**src/rtl/spi_readout_fifo.sv**
```systemverilog
// -----------------------------------------------------------------------------
// spi_readout_fifo
//
// Byte FIFO that buffers a producer stream (camera readout, debug data) in the
// SPI clock domain and drains it to the host through one response slot of
// spi_peripheral. Three opcodes are decoded at the start of a transaction:
//   DATA_ADDRESS  : burst read, every operand byte boundary pops one entry
//   LEVEL_ADDRESS : returns the fill level captured when the opcode arrived
//   CLEAR_ADDRESS : flushes the FIFO and clears the sticky overflow flag
//
// Ports
//   clock_in           : SPI-domain clock
//   reset_in           : synchronous, active-high reset
//   write_data_in      : producer byte
//   write_valid_in     : producer byte is valid
//   write_ready_out    : FIFO accepts the byte this cycle (0 while full/reset)
//   opcode_in          : opcode from spi_peripheral
//   opcode_valid_in    : high for the whole transaction after the opcode byte
//   operand_valid_in   : toggles/pulses at each operand byte boundary
//   operand_count_in   : operand index (informational only)
//   response_out       : registered response byte
//   response_valid_out : this block currently owns the response path
//   level_out          : current entry count (registered)
//   overflow_out       : sticky, a write was attempted while full
// -----------------------------------------------------------------------------
module spi_readout_fifo #(
    parameter logic [7:0] DATA_ADDRESS  = 8'h22,
    parameter logic [7:0] LEVEL_ADDRESS = 8'h23,
    parameter logic [7:0] CLEAR_ADDRESS = 8'h24,
    parameter int         DEPTH         = 16
) (
    input  logic                       clock_in,
    input  logic                       reset_in,
    input  logic [7:0]                 write_data_in,
    input  logic                       write_valid_in,
    output logic                       write_ready_out,
    input  logic [7:0]                 opcode_in,
    input  logic                       opcode_valid_in,
    input  logic                       operand_valid_in,
    input  logic [31:0]                operand_count_in,
    output logic [7:0]                 response_out,
    output logic                       response_valid_out,
    output logic [$clog2(DEPTH):0]     level_out,
    output logic                       overflow_out
);

    localparam int PTR_W = $clog2(DEPTH);
    localparam int CNT_W = PTR_W + 1;
    localparam logic [CNT_W-1:0] FULL_COUNT = CNT_W'(DEPTH);

    // Strobe indices for the edge detectors below.
    localparam int STB_OPCODE  = 0;
    localparam int STB_OPERAND = 1;

    typedef enum logic [1:0] {
        ST_IDLE,
        ST_DATA,
        ST_LEVEL
    } state_t;

    // The operand index is carried by the peripheral for other responders;
    // this block counts byte boundaries by edge instead.
    logic unused_operand_count;
    assign unused_operand_count = ^operand_count_in;

    // -------------------------------------------------------------------------
    // Edge detection on the transaction strobes. Each strobe is registered
    // once (cur) and once more (prev); a rise is cur=1, prev=0. Both reset to
    // 0, so a strobe still held high when reset is released reads as a rise.
    // -------------------------------------------------------------------------
    logic [1:0] strobe_raw;
    logic [1:0] strobe_level;
    logic [1:0] strobe_rise;

    assign strobe_raw = {operand_valid_in, opcode_valid_in};

    generate
        for (genvar gi = 0; gi < 2; gi++) begin : g_edge
            logic cur_reg;
            logic prev_reg;

            always_ff @(posedge clock_in) begin
                if (reset_in) begin
                    cur_reg  <= 1'b0;
                    prev_reg <= 1'b0;
                end else begin
                    cur_reg  <= strobe_raw[gi];
                    prev_reg <= cur_reg;
                end
            end

            assign strobe_level[gi] = cur_reg;
            assign strobe_rise[gi]  = cur_reg & ~prev_reg;
        end
    endgenerate

    // Opcode is captured alongside the registered opcode strobe so the decode
    // lines up with the detected rise.
    logic [7:0] opcode_reg;

    always_ff @(posedge clock_in) begin
        if (reset_in) begin
            opcode_reg <= 8'h00;
        end else begin
            opcode_reg <= opcode_in;
        end
    end

    logic opcode_level;
    logic opcode_rise;
    logic operand_rise;

    assign opcode_level = strobe_level[STB_OPCODE];
    assign opcode_rise  = strobe_rise[STB_OPCODE];
    assign operand_rise = strobe_rise[STB_OPERAND];

    // -------------------------------------------------------------------------
    // FIFO bookkeeping
    // -------------------------------------------------------------------------
    state_t             state_reg;
    logic [PTR_W-1:0]   rd_ptr_reg;
    logic [PTR_W-1:0]   wr_ptr_reg;
    logic [CNT_W-1:0]   count_reg;
    logic               overflow_reg;
    logic               head_valid_reg;
    logic [7:0]         ram_rd_data_reg;

    logic [PTR_W-1:0]   rd_ptr_next;
    logic [PTR_W-1:0]   wr_ptr_next;
    logic [CNT_W-1:0]   count_next;
    logic               overflow_next;
    logic               head_valid_next;

    logic full;
    logic empty;
    logic clear_fire;
    logic push;
    logic pop;

    assign full  = (count_reg == FULL_COUNT);
    assign empty = (count_reg == '0);

    assign clear_fire = (state_reg == ST_IDLE) && opcode_rise &&
                        (opcode_reg == CLEAR_ADDRESS);

    // Ready depends only on the registered count, so a pop while full frees a
    // slot for the following cycle rather than the current one.
    assign write_ready_out = !full && !reset_in;

    // A clear on the same edge discards the incoming byte.
    assign push = write_valid_in && write_ready_out && !clear_fire;

    assign pop = (state_reg == ST_DATA) && opcode_level && operand_rise && !empty;

    always_comb begin
        rd_ptr_next   = rd_ptr_reg;
        wr_ptr_next   = wr_ptr_reg;
        count_next    = count_reg;
        overflow_next = overflow_reg;

        if (clear_fire) begin
            rd_ptr_next   = '0;
            wr_ptr_next   = '0;
            count_next    = '0;
            overflow_next = 1'b0;
        end else begin
            if (push) begin
                wr_ptr_next = wr_ptr_reg + PTR_W'(1);
            end
            if (pop) begin
                rd_ptr_next = rd_ptr_reg + PTR_W'(1);
            end
            if (push && !pop) begin
                count_next = count_reg + CNT_W'(1);
            end else if (pop && !push) begin
                count_next = count_reg - CNT_W'(1);
            end
            if (write_valid_in && full) begin
                overflow_next = 1'b1;
            end
        end
    end

    // The RAM read below is read-before-write: if the address being read is
    // written on the same edge, the captured data is stale. Such a read is
    // marked invalid and the correct byte arrives one cycle later.
    assign head_valid_next = (count_next != '0) &&
                             !(push && (rd_ptr_next == wr_ptr_reg));

    always_ff @(posedge clock_in) begin
        if (reset_in) begin
            rd_ptr_reg     <= '0;
            wr_ptr_reg     <= '0;
            count_reg      <= '0;
            overflow_reg   <= 1'b0;
            head_valid_reg <= 1'b0;
        end else begin
            rd_ptr_reg     <= rd_ptr_next;
            wr_ptr_reg     <= wr_ptr_next;
            count_reg      <= count_next;
            overflow_reg   <= overflow_next;
            head_valid_reg <= head_valid_next;
        end
    end

    // -------------------------------------------------------------------------
    // Storage: registered read addressed by the next read pointer, so the new
    // head is available on the same edge the pointer advances.
    // -------------------------------------------------------------------------
    logic [7:0] mem [DEPTH];

    always_ff @(posedge clock_in) begin
        if (push) begin
            mem[wr_ptr_reg] <= write_data_in;
        end
        ram_rd_data_reg <= mem[rd_ptr_next];
    end

    logic [7:0] head_byte;
    assign head_byte = head_valid_reg ? ram_rd_data_reg : 8'h00;

    // -------------------------------------------------------------------------
    // Transaction FSM with registered response outputs
    // -------------------------------------------------------------------------
    logic [7:0] response_reg;
    logic       response_valid_reg;

    always_ff @(posedge clock_in) begin
        if (reset_in) begin
            state_reg          <= ST_IDLE;
            response_reg       <= 8'h00;
            response_valid_reg <= 1'b0;
        end else begin
            case (state_reg)
                ST_IDLE: begin
                    response_reg       <= 8'h00;
                    response_valid_reg <= 1'b0;
                    if (opcode_rise) begin
                        if (opcode_reg == DATA_ADDRESS) begin
                            state_reg          <= ST_DATA;
                            response_reg       <= head_byte;
                            response_valid_reg <= 1'b1;
                        end else if (opcode_reg == LEVEL_ADDRESS) begin
                            state_reg          <= ST_LEVEL;
                            response_reg       <= 8'(count_reg);
                            response_valid_reg <= 1'b1;
                        end
                        // Clear is handled by the FIFO logic; any other
                        // opcode belongs to a different responder.
                    end
                end

                ST_DATA: begin
                    if (!opcode_level) begin
                        state_reg          <= ST_IDLE;
                        response_reg       <= 8'h00;
                        response_valid_reg <= 1'b0;
                    end else begin
                        response_reg       <= head_byte;
                        response_valid_reg <= 1'b1;
                    end
                end

                ST_LEVEL: begin
                    // The snapshot is held; operand edges do not refresh it.
                    if (!opcode_level) begin
                        state_reg          <= ST_IDLE;
                        response_reg       <= 8'h00;
                        response_valid_reg <= 1'b0;
                    end
                end

                default: begin
                    state_reg          <= ST_IDLE;
                    response_reg       <= 8'h00;
                    response_valid_reg <= 1'b0;
                end
            endcase
        end
    end

    assign response_out       = response_reg;
    assign response_valid_out = response_valid_reg;
    assign level_out          = count_reg;
    assign overflow_out       = overflow_reg;

endmodule

```
**config.mk**
```make
export PLATFORM = sky130hd
export DESIGN_NAME = spi_readout_fifo
export DESIGN_NICKNAME = d
export VERILOG_FILES = /design/src/rtl/spi_readout_fifo.sv
export SDC_FILE = /design/constraint.sdc
export NUM_CORES = 1
export LEC_CHECK = 0
export BUFFER_PORTS_ARGS = -buffer_cell sky130_fd_sc_hd__buf_2
export CORE_UTILIZATION = 45
export CTS_CLUSTER_DIAMETER = 50
export CTS_CLUSTER_SIZE = 12
export DETAILED_ROUTE_END_ITERATION = 8
export GPL_ROUTABILITY_DRIVEN = 0
export GPL_TIMING_DRIVEN = 1
export SLEW_MARGIN = 10
export SYNTH_ARGS = -nofsm -noshare
export SYNTH_HDL_FRONTEND = slang
export SYNTH_SLANG_ARGS = --single-unit
```
**constraint.sdc**
```tcl
create_clock -name clock_in -period 7.1 [get_ports clock_in]
set_clock_uncertainty 0.1 [all_clocks]
set_input_delay 0 -clock clock_in [delete_from_list [all_inputs] [get_ports clock_in]]
set_output_delay 0 -clock clock_in [all_outputs]
set_load 0.05 [all_outputs]
```
=== After elaboration in Yosys (flattened, before gate mapping) ===
Memories as Yosys holds them, arrays and structs flattened. A register that Yosys moved wholly into a read port is not among the register bits.
Cells that the tools add are included.

* RAM bits: 128
* Register bits: 38
* Word-level logic and storage cells: 84
* Memories: 1

* Reduce and logical (&&, ||, !) cells: 26
* Add/sub/neg operators: 4
* Bitwise logic cells: 4
* Equal/unequal tests: 11
* Muxes and demuxes: 25

{| class="wikitable"
|+ Memories
! name !! depth !! width !! read ports !! clocked after Yosys merged registers in !! write ports !! RTL line !! source
|-
| mem || 16 || 8 || 1 || 1 || 1 || 210 || <nowiki>logic [7:0] mem [DEPTH];</nowiki>
|}

{| class="wikitable"
|+ Operators with widths
! cell !! count
|-
| $mux W8 || 5
|-
| $eq A8 B6 Y1 const B || 3
|-
| $pmux W8 S3 || 1
|-
| $mux W5 || 4
|-
| $logic_and A1 B1 Y1 || 13
|-
| $add A4 B1 Y4 const B || 2
|-
| $mux W2 || 4
|-
| $mux W4 || 2
|-
| $logic_not A1 Y1 || 7
|-
| $mux W1 || 7
|-
| $ne A2 B2 Y1 const B || 3
|-
| $add A5 B1 Y5 const B || 1
|-
| $eq A5 B5 Y1 const B || 1
|-
| $logic_not A5 Y1 || 1
|-
| $reduce_bool A5 Y1 || 1
|-
| $sub A5 B1 Y5 const B || 1
|-
| $eq A4 B4 Y1 || 1
|-
| $pmux W2 S2 || 1
|-
| $reduce_or A2 Y1 || 2
|-
| $ne A3 B1 Y1 const B || 1
|-
| $pmux W1 S3 || 1
|-
| $reduce_and A3 Y1 || 1
|-
| $and A1 B1 Y1 || 2
|-
| $eq A2 B1 Y1 const B || 1
|-
| 3 further kinds || 4
|}

=== Longest topological paths before layout ===
Gate-level depths: netlist (run 1).

* Word-level depth: 13
* Mapped depth: 10

=== Worst setup path before layout (run 1) ===
OpenSTA, ideal clock, no wires.

* Path type: flip-flop to flip-flop
* Start: reg count_reg[0] (netlist: level_out[0])
* End: reg ram_rd_data_reg[4] (read register of mem)
* Arrival: 2.724 ns
* Path slack: 4.151 ns
* Period minus slack after synthesis: 2.949 ns
* Setup time: 0.125 ns
* Path buffers: 1
* Stages on the path, launching flop included: 10
* Cells stage by stage: dfxtp_1 inv_1 ha_1 nor4b_4 or3_1 nand2_1 buf_2 mux2_2 o221ai_1 o22ai_2

* Longest elaborated chain between the ends: 5

{| class="wikitable"
|+ Ends and longest elaborated chain
! what !! RTL line !! source
|-
| from (decl) || 123 || <nowiki>logic [CNT_W-1:0] count_reg;</nowiki>
|-
| from (signal assigned) || 200 || <nowiki>count_reg <= count_next;</nowiki>
|-
| $logic_not A5 Y1 || 141 || <nowiki>assign empty = (count_reg == '0);</nowiki>
|-
| $logic_not A1 Y1 || 153 || <nowiki>assign pop = (state_reg == ST_DATA) && opcode_level && operand_rise && !empty;</nowiki>
|-
| $logic_and A1 B1 Y1 || 153 ||
|-
| $mux W4 || 170 || <nowiki>if (pop) begin</nowiki>
|-
| $mux W4 || 161 || <nowiki>if (clear_fire) begin</nowiki>
|-
| to (decl) || 126 || <nowiki>logic [7:0] ram_rd_data_reg;</nowiki>
|}

Every way passes these cells.
A chain may end at the register's enable or synchronous reset.

=== Final worst setup path (run 1) ===
* Start: reg count_reg[0] (netlist: level_out[0])
* End: reg ram_rd_data_reg[3] (read register of mem)

The elaborated chain is that of the path after synthesis.

==> qor.txt, run 1 <==
synth warn -> 0
Least-Margin Pin Slew -> 1.12 ns
Via Count -> 4408
flops & latches, synth -> 174
dpl cell area -> 0.00763 mm²
wirelength, routed -> 15.3 mm
clock slew at reported path FFs -> 0.06 ns
DRC -> 0
DRT Pass-1 Iters -> 4
Pwr Density -> 249 mW/mm²
asr flop ratio synth -> 0%
core area -> 0.0158 mm²
Synth area leaders -> edfxtp_1 (53%), dfxtp_1 (13%), mux2i_1 (4.8%)
area leader, netlist -> edfxtp_1
Worst EP required -> 7.31 ns
predominant post-synthesis flop cell -> edfxtp_1
final instance area -> 0.00851 mm²
RSZ-0062 raised after global routing -> false
commonest non-fill, non-tap cell in the layout -> edfxtp_1
die area -> 0.0166 mm²
clk sink count -> 174
Peak Freq -> 0.296 GHz
Mapped Cells -> 516
Multi-input gate area -> 0.00234 mm²
Site Rows -> 46
sequential cell area -> 0.00476 mm²
Antenna Cells -> 0
Final WS setup -> 3.73 ns
nets@finish -> 647
Die Ht -> 129 µm
period utilisation layout -> 47.5%
Final Max Tran Viols -> 0
routed len/inst -> 18.9 µm
CTS Root Cell -> clkbuf_16
critical path endpoint category -> flip-flop
share of layout cells above drive strength 1 -> 17.8%
EDFF count, synth -> 128
initial core utilization -> 45.9%
net count after synthesis -> 580
CP Max Fanout -> 32
PortBufs -> 36
Layout area overhead -> 17.2%
Avg Synthesized Cell Area -> 14.1 µm²
Post-CTS Setup Bufs -> 0
pre-CTS setup slack -> 3.58 ns
Post-CTS Resized -> 0
Hold Vio Cnt, Final -> 0
Worst slew margin -> 25.4%
# setup viols final -> 0
Power, Total -> 0.00212 W
most frequent cells in the layout -> edfxtp_1 (128), nand2_1 (51), dfxtp_1 (46)
crit path DAT -> 3.59 ns
post-route ant nets -> 0
Top reg by flops -> mem
largest net degree at the start of global routing -> 33
total CTS buffers -> 17
Die X-Extent -> 129 µm
peak supply drop -> 0.000177 V
post-layout minimum cycle time -> 3.37 ns
CP Class -> flip-flop to flip-flop
number of global-route vias before repair -> 4345
HPWL Detailed -> 9.91 mm
Congestion Overflow GR -> 0
H-tree depth -> 4
initial antenna violation count -> 0
Lkg Pwr -> 2.92 nW
run status -> completed
Hold Path Class -> input pin to flip-flop
Max-Cap Viols -> 0
startpoint class of the critical path -> flip-flop
CTS max path bufs -> 2
Initial DRC Count -> 333
# fillers -> 1305
first-pass GRT wire length -> 23.8 mm
max reg flops -> 128
TritonCTS clock tree -> built
post-synth top area share -> 53.0%
I/O pin count -> 69
Synth Cell Area -> 0.00726 mm²
DR vias/cell -> 5.44
Seq/Total Area, Yosys -> 65.6%
Yosys cell types -> 64
setup_tns -> 0 ns
clock latency on the worst-skew pair -> 0.42 ns
Global Route Usage Sum -> 19.6%
-- metal layers --
metal	GRT usage [%]	vias to the layer above	wire length, µm
met3	4.74	12	658
met2	33.1	101	7840
met5	0	-	0
met1	25.0	2193	6690
li1	-	2102	-
met4	6.23	0	154
-- path summary, 6_finish.rpt --
path                                        start                  to  slack [ns]  depth (start not counted)
worst max-delay path                 level_out[0]  ram_rd_data_reg[3]        3.73                          8
worst min register to register  g_edge[1].cur_reg  g_edge[1].prev_reg        0.40                          1
worst max register to register       level_out[0]  ram_rd_data_reg[3]        3.73                          8
worst min-delay path               write_valid_in        overflow_out        0.31                          4
-- cells in the mapped netlist, types with 2 or more instances --
cell type,n
edfxtp_1,128
nand2_1,51
dfxtp_1,46
nor2_1,40
mux2i_1,35
a32o_1,16
mux2_2,14
nor2b_1,14
ha_1,11
nor3_1,10
buf_2,9
a221o_1,8
o221ai_1,8
o22ai_2,8
inv_1,7
o21ai_0,7
a21oi_1,6
buf_4,6
nand2b_1,6
xnor2_1,6
a222oi_1,5
buf_1,5
nand3_1,5
xor2_1,5
a22oi_1,3
and2_1,3
clkbuf_1,3
nand4_1,3
nor4_1,3
a211oi_1,2
a21oi_2,2
a311oi_1,2
and3_1,2
mux2_1,2
nor3b_1,2
o21ai_1,2
or3_1,2
or4_1,2
or4b_4,2
-- cells by family (layout without fill, tap and decap cells) --
logic type / after synthesis / after routing / share of synthesized area, %
DFF: 174 / 174 / 65.6
adders and majority gates: 11 / 11 / 1.90
muxes: 51 / 51 / 7.31
AOI/OAI and AO/OA: 79 / 79 / 10.0
buffers and inverters: 31 / 110 / 2.17
and+or+nand+nor: 158 / 158 / 11.3
xor gates and xnor gates: 12 / 12 / 1.64
-- worst max-delay path, cell delays in order (launching register included) --
cell and delay [ns]:
dfxtp_1 0.51, inv_1 0.16, ha_1 0.28, nor4b_4 0.17
or3_1 0.40, a21oi_4 0.89, mux2i_1 0.20, a32o_1 0.29
o22ai_2 0.25
-- through the flow --
step	hold WS [ns]	instances	util, %
final	0.305	811	53.7
after global routing	0.347	811	53.7
after CTS	0.277	811	53.7
after detailed placement	0.113	750	48.2
after global placement	0.111	750	48.2
after floorplan	-0.00113	516	-
-- final cells by class --
class                      count  share of cell area, %
sequential                   174                   56.0
multi-input combinational    311                   27.6
timing repair buffer          72                   6.18
clock buffer                  19                   5.09
tap                          216                   3.18
clock inverter                12                   1.68
inverter                       7                  0.309
-- power by group --
group / switching, W / leakage, nW / internal, W / total, W
Sequential: 0.00000924 / 1.53 / 0.00110 / 0.00111
Combinational: 0.0000518 / 1.12 / 0.0000391 / 0.0000909
Clock: 0.000367 / 0.270 / 0.000548 / 0.000915
Total: 0.000428 / 2.92 / 0.00169 / 0.00212
-- repair_timing --
item,in CTS,in global routing
hold endpoints to repair,154,0
endpoints found under the setup margin,0,0
hold buffers,30,0
Note: power is estimated with default switching activity, not from simulation.
==> run 2, diff against run 1 <==
--- a/config.mk
+++ b/config.mk
@@ -12,6 +12,7 @@
 export DETAILED_ROUTE_END_ITERATION = 8
 export GPL_ROUTABILITY_DRIVEN = 0
 export GPL_TIMING_DRIVEN = 1
+export PLACE_DENSITY = 0.66
 export SLEW_MARGIN = 10
 export SYNTH_ARGS = -nofsm -noshare
 export SYNTH_HDL_FRONTEND = slang
==> constraint.sdc (replaced) <==
create_clock -name clock_in -period 2.93 [get_ports clock_in]
set_clock_uncertainty 0.1 [all_clocks]
set_input_delay 0 -clock clock_in [delete_from_list [all_inputs] [get_ports clock_in]]
set_output_delay 0 -clock clock_in [all_outputs]
set_load 0.05 [all_outputs]
==> run 2 against run 1 <==
Maximum frequency rose by 19%; clock power rose by 140%; final cell count rose by 2.3%; via count rose by 1.7%; die area did not move; first-iteration DRC count rose by 14%; non-clock buffer count rose by 18; cell area rose by 2.3%; flip-flop and latch count did not move.
==> qor.txt, run 2 (synthesis gave the netlist of run 1 again) <==
Die X-Extent -> 129 µm (unchanged)
initial antenna violation count -> 0 (unchanged)
clk sink count -> 174 (unchanged)
first-pass GRT wire length -> 23.8 mm (-0.12%)
clock latency on the worst-skew pair -> 0.42 ns (about the same)
initial core utilization -> 45.9% (unchanged)
clock slew at reported path FFs -> 0.07 ns (about the same)
CP cell instances -> inv_1 -> ha_1 -> nand2b_1 -> nor4_4 -> nor2_1 -> nand2_1 -> buf_4 -> nor2_1
Critical path buffers and inverters -> 2 (+1)
DRT Pass-1 Iters -> 4 (unchanged)
Antenna Cells -> 0 (unchanged)
Max Used Layer -> met4
I/O pin count -> 69 (unchanged)
placed insts -> 770 (+2.7%)
most frequent cells in the layout -> edfxtp_1 (128), nand2_1 (51), dfxtp_1 (45)
HPWL Detailed -> 10.2 mm (+2.6%)
Cell Count, Final, Fillers Out -> 830 (+2.3%)
Worst EP required -> 2.89 ns (-4.42 ns)
startpoint class of the critical path -> flip-flop
CP Max Fanout -> 8 (-75%)
Final Max Tran Viols -> 0 (unchanged)
crit-path leading delay family -> simple AND/OR/NAND/NOR gates
post-route ant nets -> 0 (unchanged)
Pwr Density -> 590 mW/mm² (+140%)
# fillers -> 1291 (-1.1%)
number of global-route vias before repair -> 4359 (+0.32%)
largest net degree at the start of global routing -> 33 (unchanged)
Post-CTS Setup Bufs -> 0 (unchanged)
setup_tns -> 0 ns (unchanged)
critical path endpoint category -> flip-flop
PortBufs -> 36 (unchanged)
critical path's slowest cell -> nor2_1
H-tree depth -> 4 (unchanged)
CP Class -> flip-flop to flip-flop
CTS Root Cell -> clkbuf_16
core area -> 0.0158 mm² (unchanged)
total CTS buffers -> 17 (unchanged)
DR WL met3 -> 721 µm (+9.6%)
run status -> completed
Worst path max stage delay -> 0.59 ns (-0.30 ns)
Site Rows -> 46 (unchanged)
Least-Margin Pin Slew -> 0.762 ns (-0.355 ns)
crit path DAT -> 2.79 ns (-0.80 ns)
post-layout minimum cycle time -> 2.84 ns (-0.537 ns)
worst hold margin -> 0.264 ns (-0.0406 ns)
Die Ht -> 129 µm (unchanged)
DRC -> 0 (unchanged)
Via Count -> 4484 (+1.7%)
CTS max path bufs -> 2 (unchanged)
CP dominant cell by count -> nor2_1
die area -> 0.0166 mm² (unchanged)
nets@finish -> 665 (+2.8%)
max reg flops -> 128 (unchanged)
Peak Freq -> 0.352 GHz (+19%)
routed len/inst -> 19.1 µm (+1.0%)
DR vias/cell -> 5.40 (-0.60%)
Layout area overhead -> 19.8%
RSZ-0062 raised after global routing -> false
Congestion Overflow GR -> 0 (unchanged)
# setup viols final -> 0 (unchanged)
commonest non-fill, non-tap cell in the layout -> edfxtp_1
period utilisation layout -> 96.9% (+49 points)
Top reg by flops -> mem
Global Route Usage Sum -> 19.9% (+0.26 points)
TritonCTS clock tree -> built
share of layout cells above drive strength 1 -> 22.8% (+5.0 points)
M1 WL -> 7.11 mm (+6.4%)
Hold Vio Cnt, Final -> 0 (unchanged)
peak supply drop -> 0.000451 V (+160%)
wirelength, routed -> 15.9 mm (+3.4%)
Lkg Pwr -> 3.03 nW (+3.7%)
Worst slew margin -> 49.0% (+24 points)
Max-Cap Viols -> 0 (unchanged)
Initial DRC Count -> 379 (+14%)
Hold Path Class -> input pin to flip-flop
Met2 Routed Length -> 7.77 mm (-0.89%)
run 2: cell count changes in the layout (fill, tap and decap cells not counted), moves of 4 or more:
cell	change
buf_4	+18
nor3_2	+4
nor2_1	-7
nor3_1	-4
nor2_2	+7
run 2: path summary, 6_finish.rpt:
| kind | slack [ns] | startpoint | cells after the start | end |
|---|---|---|---|---|
| max | 0.09 | state_reg[1] | 8 | mem[12][4] |
| min | 0.26 | opcode_in[0] | 3 | opcode_reg[0] |
| max reg2reg | 0.09 | state_reg[1] | 8 | mem[12][4] |
| min reg2reg | 0.39 | overflow_out | 2 | overflow_out |
run 2: report_power, final:
group	leakage [nW]	total [W]	internal [W]	switching (W)
combinational	1.23	0.000241	0.000101	0.000140
clock	0.269	0.00220	0.00125	0.000948
sequential	1.53	0.00269	0.00267	0.0000153
run 2: repair_timing:
item | in CTS | in global routing
hold buffers | 28 | 0
endpoints found under the hold margin | 155 | 0
setup endpoints to repair | 24 | 49
resized for setup | 3 | 9
cloned | 0 | 0
run 2: layer usage:
metal,track usage [%],up-vias
met3,3.95,18
met5,0,-
met1,26.1,2184
met4,7.13,0
li1,-,2147
met2,32.9,135
run 2: stage by stage:
| stage | utilization (%) | power, W | instance area (µm²) | worst slack [ns] |
|---|---|---|---|---|
| after CTS | 54.8 | 0.00514 | 8670 | 0.0382 |
| after global placement | 49.3 | 0.00294 | 7810 | 0.161 |
| after detailed placement | 49.3 | 0.00295 | 7810 | 0.0319 |
| after global routing | 54.9 | 0.00525 | 8700 | 0.00404 |
| after floorplan | - | 0.00286 | 7260 | 0.0448 |
| final | 54.9 | 0.00513 | 8700 | 0.0923 |
run 2: layout make-up:
| type | instances | area, µm² | area share [%] |
|---|---|---|---|
| inverters | 7 | 26.3 | 0.302 |
| multi-input cells | 311 | 2390 | 27.4 |
| clock buffers | 18 | 429 | 4.93 |
| well taps | 216 | 270 | 3.11 |
| clock inverters | 14 | 138 | 1.58 |
| repair buffers | 90 | 681 | 7.83 |
| flip-flops and latches | 174 | 4770 | 54.8 |
run 2: worst register-to-register path: stages (launching register included):
cell and delay, ns:
dfxtp_1 0.38, inv_1 0.09, ha_1 0.24, nand2b_1 0.20, nor4_4 0.12, nor2_1 0.40, nand2_1 0.18, buf_4 0.18
nor2_1 0.59
==> run 3, diff against run 2 <==
--- a/config.mk
+++ b/config.mk
@@ -12,8 +12,7 @@
 export DETAILED_ROUTE_END_ITERATION = 8
 export GPL_ROUTABILITY_DRIVEN = 0
 export GPL_TIMING_DRIVEN = 1
-export PLACE_DENSITY = 0.66
-export SLEW_MARGIN = 10
+export SLEW_MARGIN = 0
 export SYNTH_ARGS = -nofsm -noshare
 export SYNTH_HDL_FRONTEND = slang
 export SYNTH_SLANG_ARGS = --single-unit
==> constraint.sdc (replaced) <==
create_clock -name clock_in -period 2.77 [get_ports clock_in]
set_clock_uncertainty 0.1 [all_clocks]
set_input_delay 0 -clock clock_in [delete_from_list [all_inputs] [get_ports clock_in]]
set_output_delay 0 -clock clock_in [all_outputs]
set_load 0.05 [all_outputs]
==> run 3 against run 2 <==
Utilization rose by 0.74 points; hold slack barely moved; routed wire length rose by 1.5%; via count barely moved; largest power group unchanged.
==> qor.txt, run 3 (synthesis gave the netlist of run 1 again) <==
run status -> completed
initial antenna violation count -> 0 (unchanged)
max reg flops -> 128 (unchanged)
wirelength, routed -> 16.1 mm (+1.5%)
Peak Freq -> 0.367 GHz (+4.0%)
CTS max path bufs -> 2 (unchanged)
DRC -> 0 (unchanged)
worst hold path startpoint -> write_valid_in
PortBufs -> 36 (unchanged)
Via Count -> 4485 (+0.022%)
DR vias/cell -> 5.39 (-0.22%)
Lkg Pwr -> 3.05 nW (+0.85%)
Top reg by flops -> mem
final instance area -> 0.00881 mm² (+1.4%)
R2R Setup Slk -> 0.04 ns (-0.05 ns)
crit-path leading delay family -> simple AND/OR/NAND/NOR gates
worst hold margin -> 0.264 ns (-0.000320 ns)
Initial DRC Count -> 312 (-18%)
first-pass GRT wire length -> 24.7 mm (+3.8%)
Pwr Density -> 616 mW/mm² (+4.5%)
CP Max Fanout -> 8 (unchanged)
Congestion Overflow GR -> 0 (unchanged)
clock latency on the worst-skew pair -> 0.42 ns (about the same)
post-route ant nets -> 0 (unchanged)
critical path's slowest cell -> nor2_1
initial core utilization -> 45.9% (unchanged)
largest net degree at the start of global routing -> 33 (unchanged)
TritonCTS clock tree -> built
commonest non-fill, non-tap cell in the layout -> edfxtp_1
nets@finish -> 668 (+0.45%)
worst flop-to-flop path startpoint -> state_reg[0]
# setup viols final -> 0 (unchanged)
Worst path max stage delay -> 0.68 ns (+0.09 ns)
H-tree depth -> 4 (unchanged)
crit path DAT -> 2.68 ns (-0.11 ns)
Antenna Cells -> 0 (unchanged)
Layout area overhead -> 21.4%
pre-CTS setup slack -> -0.00884 ns (-0.0407 ns)
die area -> 0.0166 mm² (unchanged)
CP cell instances -> inv_1 -> ha_1 -> nand2b_1 -> nor4_4 -> nor2_1 -> nand2_1 -> nor2_1
CP dominant cell by count -> nor2_1
Least-Margin Pin Slew -> 0.826 ns (+0.0645 ns)
period utilisation layout -> 98.5% (+1.6 points)
Power, Total -> 0.00543 W (+5.9%)
Worst slew margin -> 44.7% (-4.3 points)
Die X-Extent -> 129 µm (unchanged)
Hold Vio Cnt, Final -> 0 (unchanged)
I/O pin count -> 69 (unchanged)
clk sink count -> 174 (unchanged)
dpl cell area -> 0.00784 mm² (+0.40%)
HPWL Detailed -> 10.5 mm (+3.3%)
startpoint class of the critical path -> flip-flop
Critical path buffers and inverters -> 1 (-1)
Hold Path End -> overflow_out
core area -> 0.0158 mm² (unchanged)
Die Ht -> 129 µm (unchanged)
CP Class -> flip-flop to flip-flop
peak supply drop -> 0.000515 V (+14%)
Global Route Usage Sum -> 20.5% (+0.64 points)
Site Rows -> 46 (unchanged)
total CTS buffers -> 17 (unchanged)
Hold Path Stages -> 4 (+1)
r2r endpoint -> mem[14][0]
CTS Root Cell -> clkbuf_16
Hold Path Class -> input pin to flip-flop
Max-Cap Viols -> 0 (unchanged)
routed len/inst -> 19.4 µm (+1.3%)
most frequent cells in the layout -> edfxtp_1 (128), nand2_1 (51), dfxtp_1 (44)
Final WS setup -> 0.0427 ns (-0.0496 ns)
# fillers -> 1297 (+0.46%)
DRT Pass-1 Iters -> 4 (unchanged)
share of layout cells above drive strength 1 -> 24.4% (+1.5 points)
RSZ-0062 raised after global routing -> true
number of global-route vias before repair -> 4441 (+1.9%)
Final Max Tran Viols -> 0 (unchanged)
critical path endpoint category -> flip-flop
r2r worst-path depth -> 7 (-1)
clock slew at reported path FFs -> 0.07 ns (about the same)
post-layout minimum cycle time -> 2.73 ns (-0.110 ns)
Worst EP required -> 2.72 ns (-0.17 ns)
run 3: per-stage QoR:
step	cells	util [%]	setup TNS, ns
final	832	55.7	0
after global routing	832	55.7	-2.78
after CTS	830	55.0	-0.142
after detailed placement	770	49.5	-0.0659
after global placement	770	49.5	0
after floorplan	516	-	0
run 3: worst min-delay path: cells and delay by family:
family          cells  cell delay [ns]
compound gates      1             0.05
buf+inv             2             0.62
simple gates        1             0.08
run 3: routing by layer:
layer	track usage, %	wire length [µm]	vias up	share of wire (%)
li1	-	-	2146	-
met1	26.3	7200	2233	45
met2	33.9	8000	83	50
met3	4.95	584	23	3.6
met4	7.68	322	0	2.0
met5	0	0	-	0
run 3: repair_timing:
item | 4_1_cts | 5_1_grt
setup endpoints to repair | 9 | 108
setup buffers | 0 | 3
pin swaps | 0 | 2
resized for setup | 2 | 20
hold endpoints to repair | 155 | 0
hold buffers | 29 | 0
run 3: worst max-delay path by stage:
stage                       start                  to  slack [ns]  cells past startpoint
floorplan            level_out[3]           mem[0][0]        0.03                      6
global placement    opcode_reg[4]  ram_rd_data_reg[7]        0.07                      6
detailed placement   state_reg[0]          mem[11][1]      -0.009                      7
CTS                  state_reg[0]          mem[15][2]       -0.01                      7
global route         state_reg[0]          mem[14][1]       -0.16                      7
finish               state_reg[0]          mem[14][0]        0.04                      7
run 3: layout make-up:
class | count | area (µm²) | area share (%)
repair buffers | 93 | 747 | 8.47
flip-flops and latches | 174 | 4770 | 54.1
inverters | 7 | 26.3 | 0.298
clock inverters | 13 | 139 | 1.58
multi-input cells | 311 | 2440 | 27.6
clock buffers | 18 | 429 | 4.87
well taps | 216 | 270 | 3.07
run 3: power by group:
part	leakage, nW	switching [W]	internal [W]
clock	0.274	0.000996	0.00133
sequential	1.53	0.0000178	0.00283
combinational	1.25	0.000150	0.000114
total	3.05	0.00116	0.00427
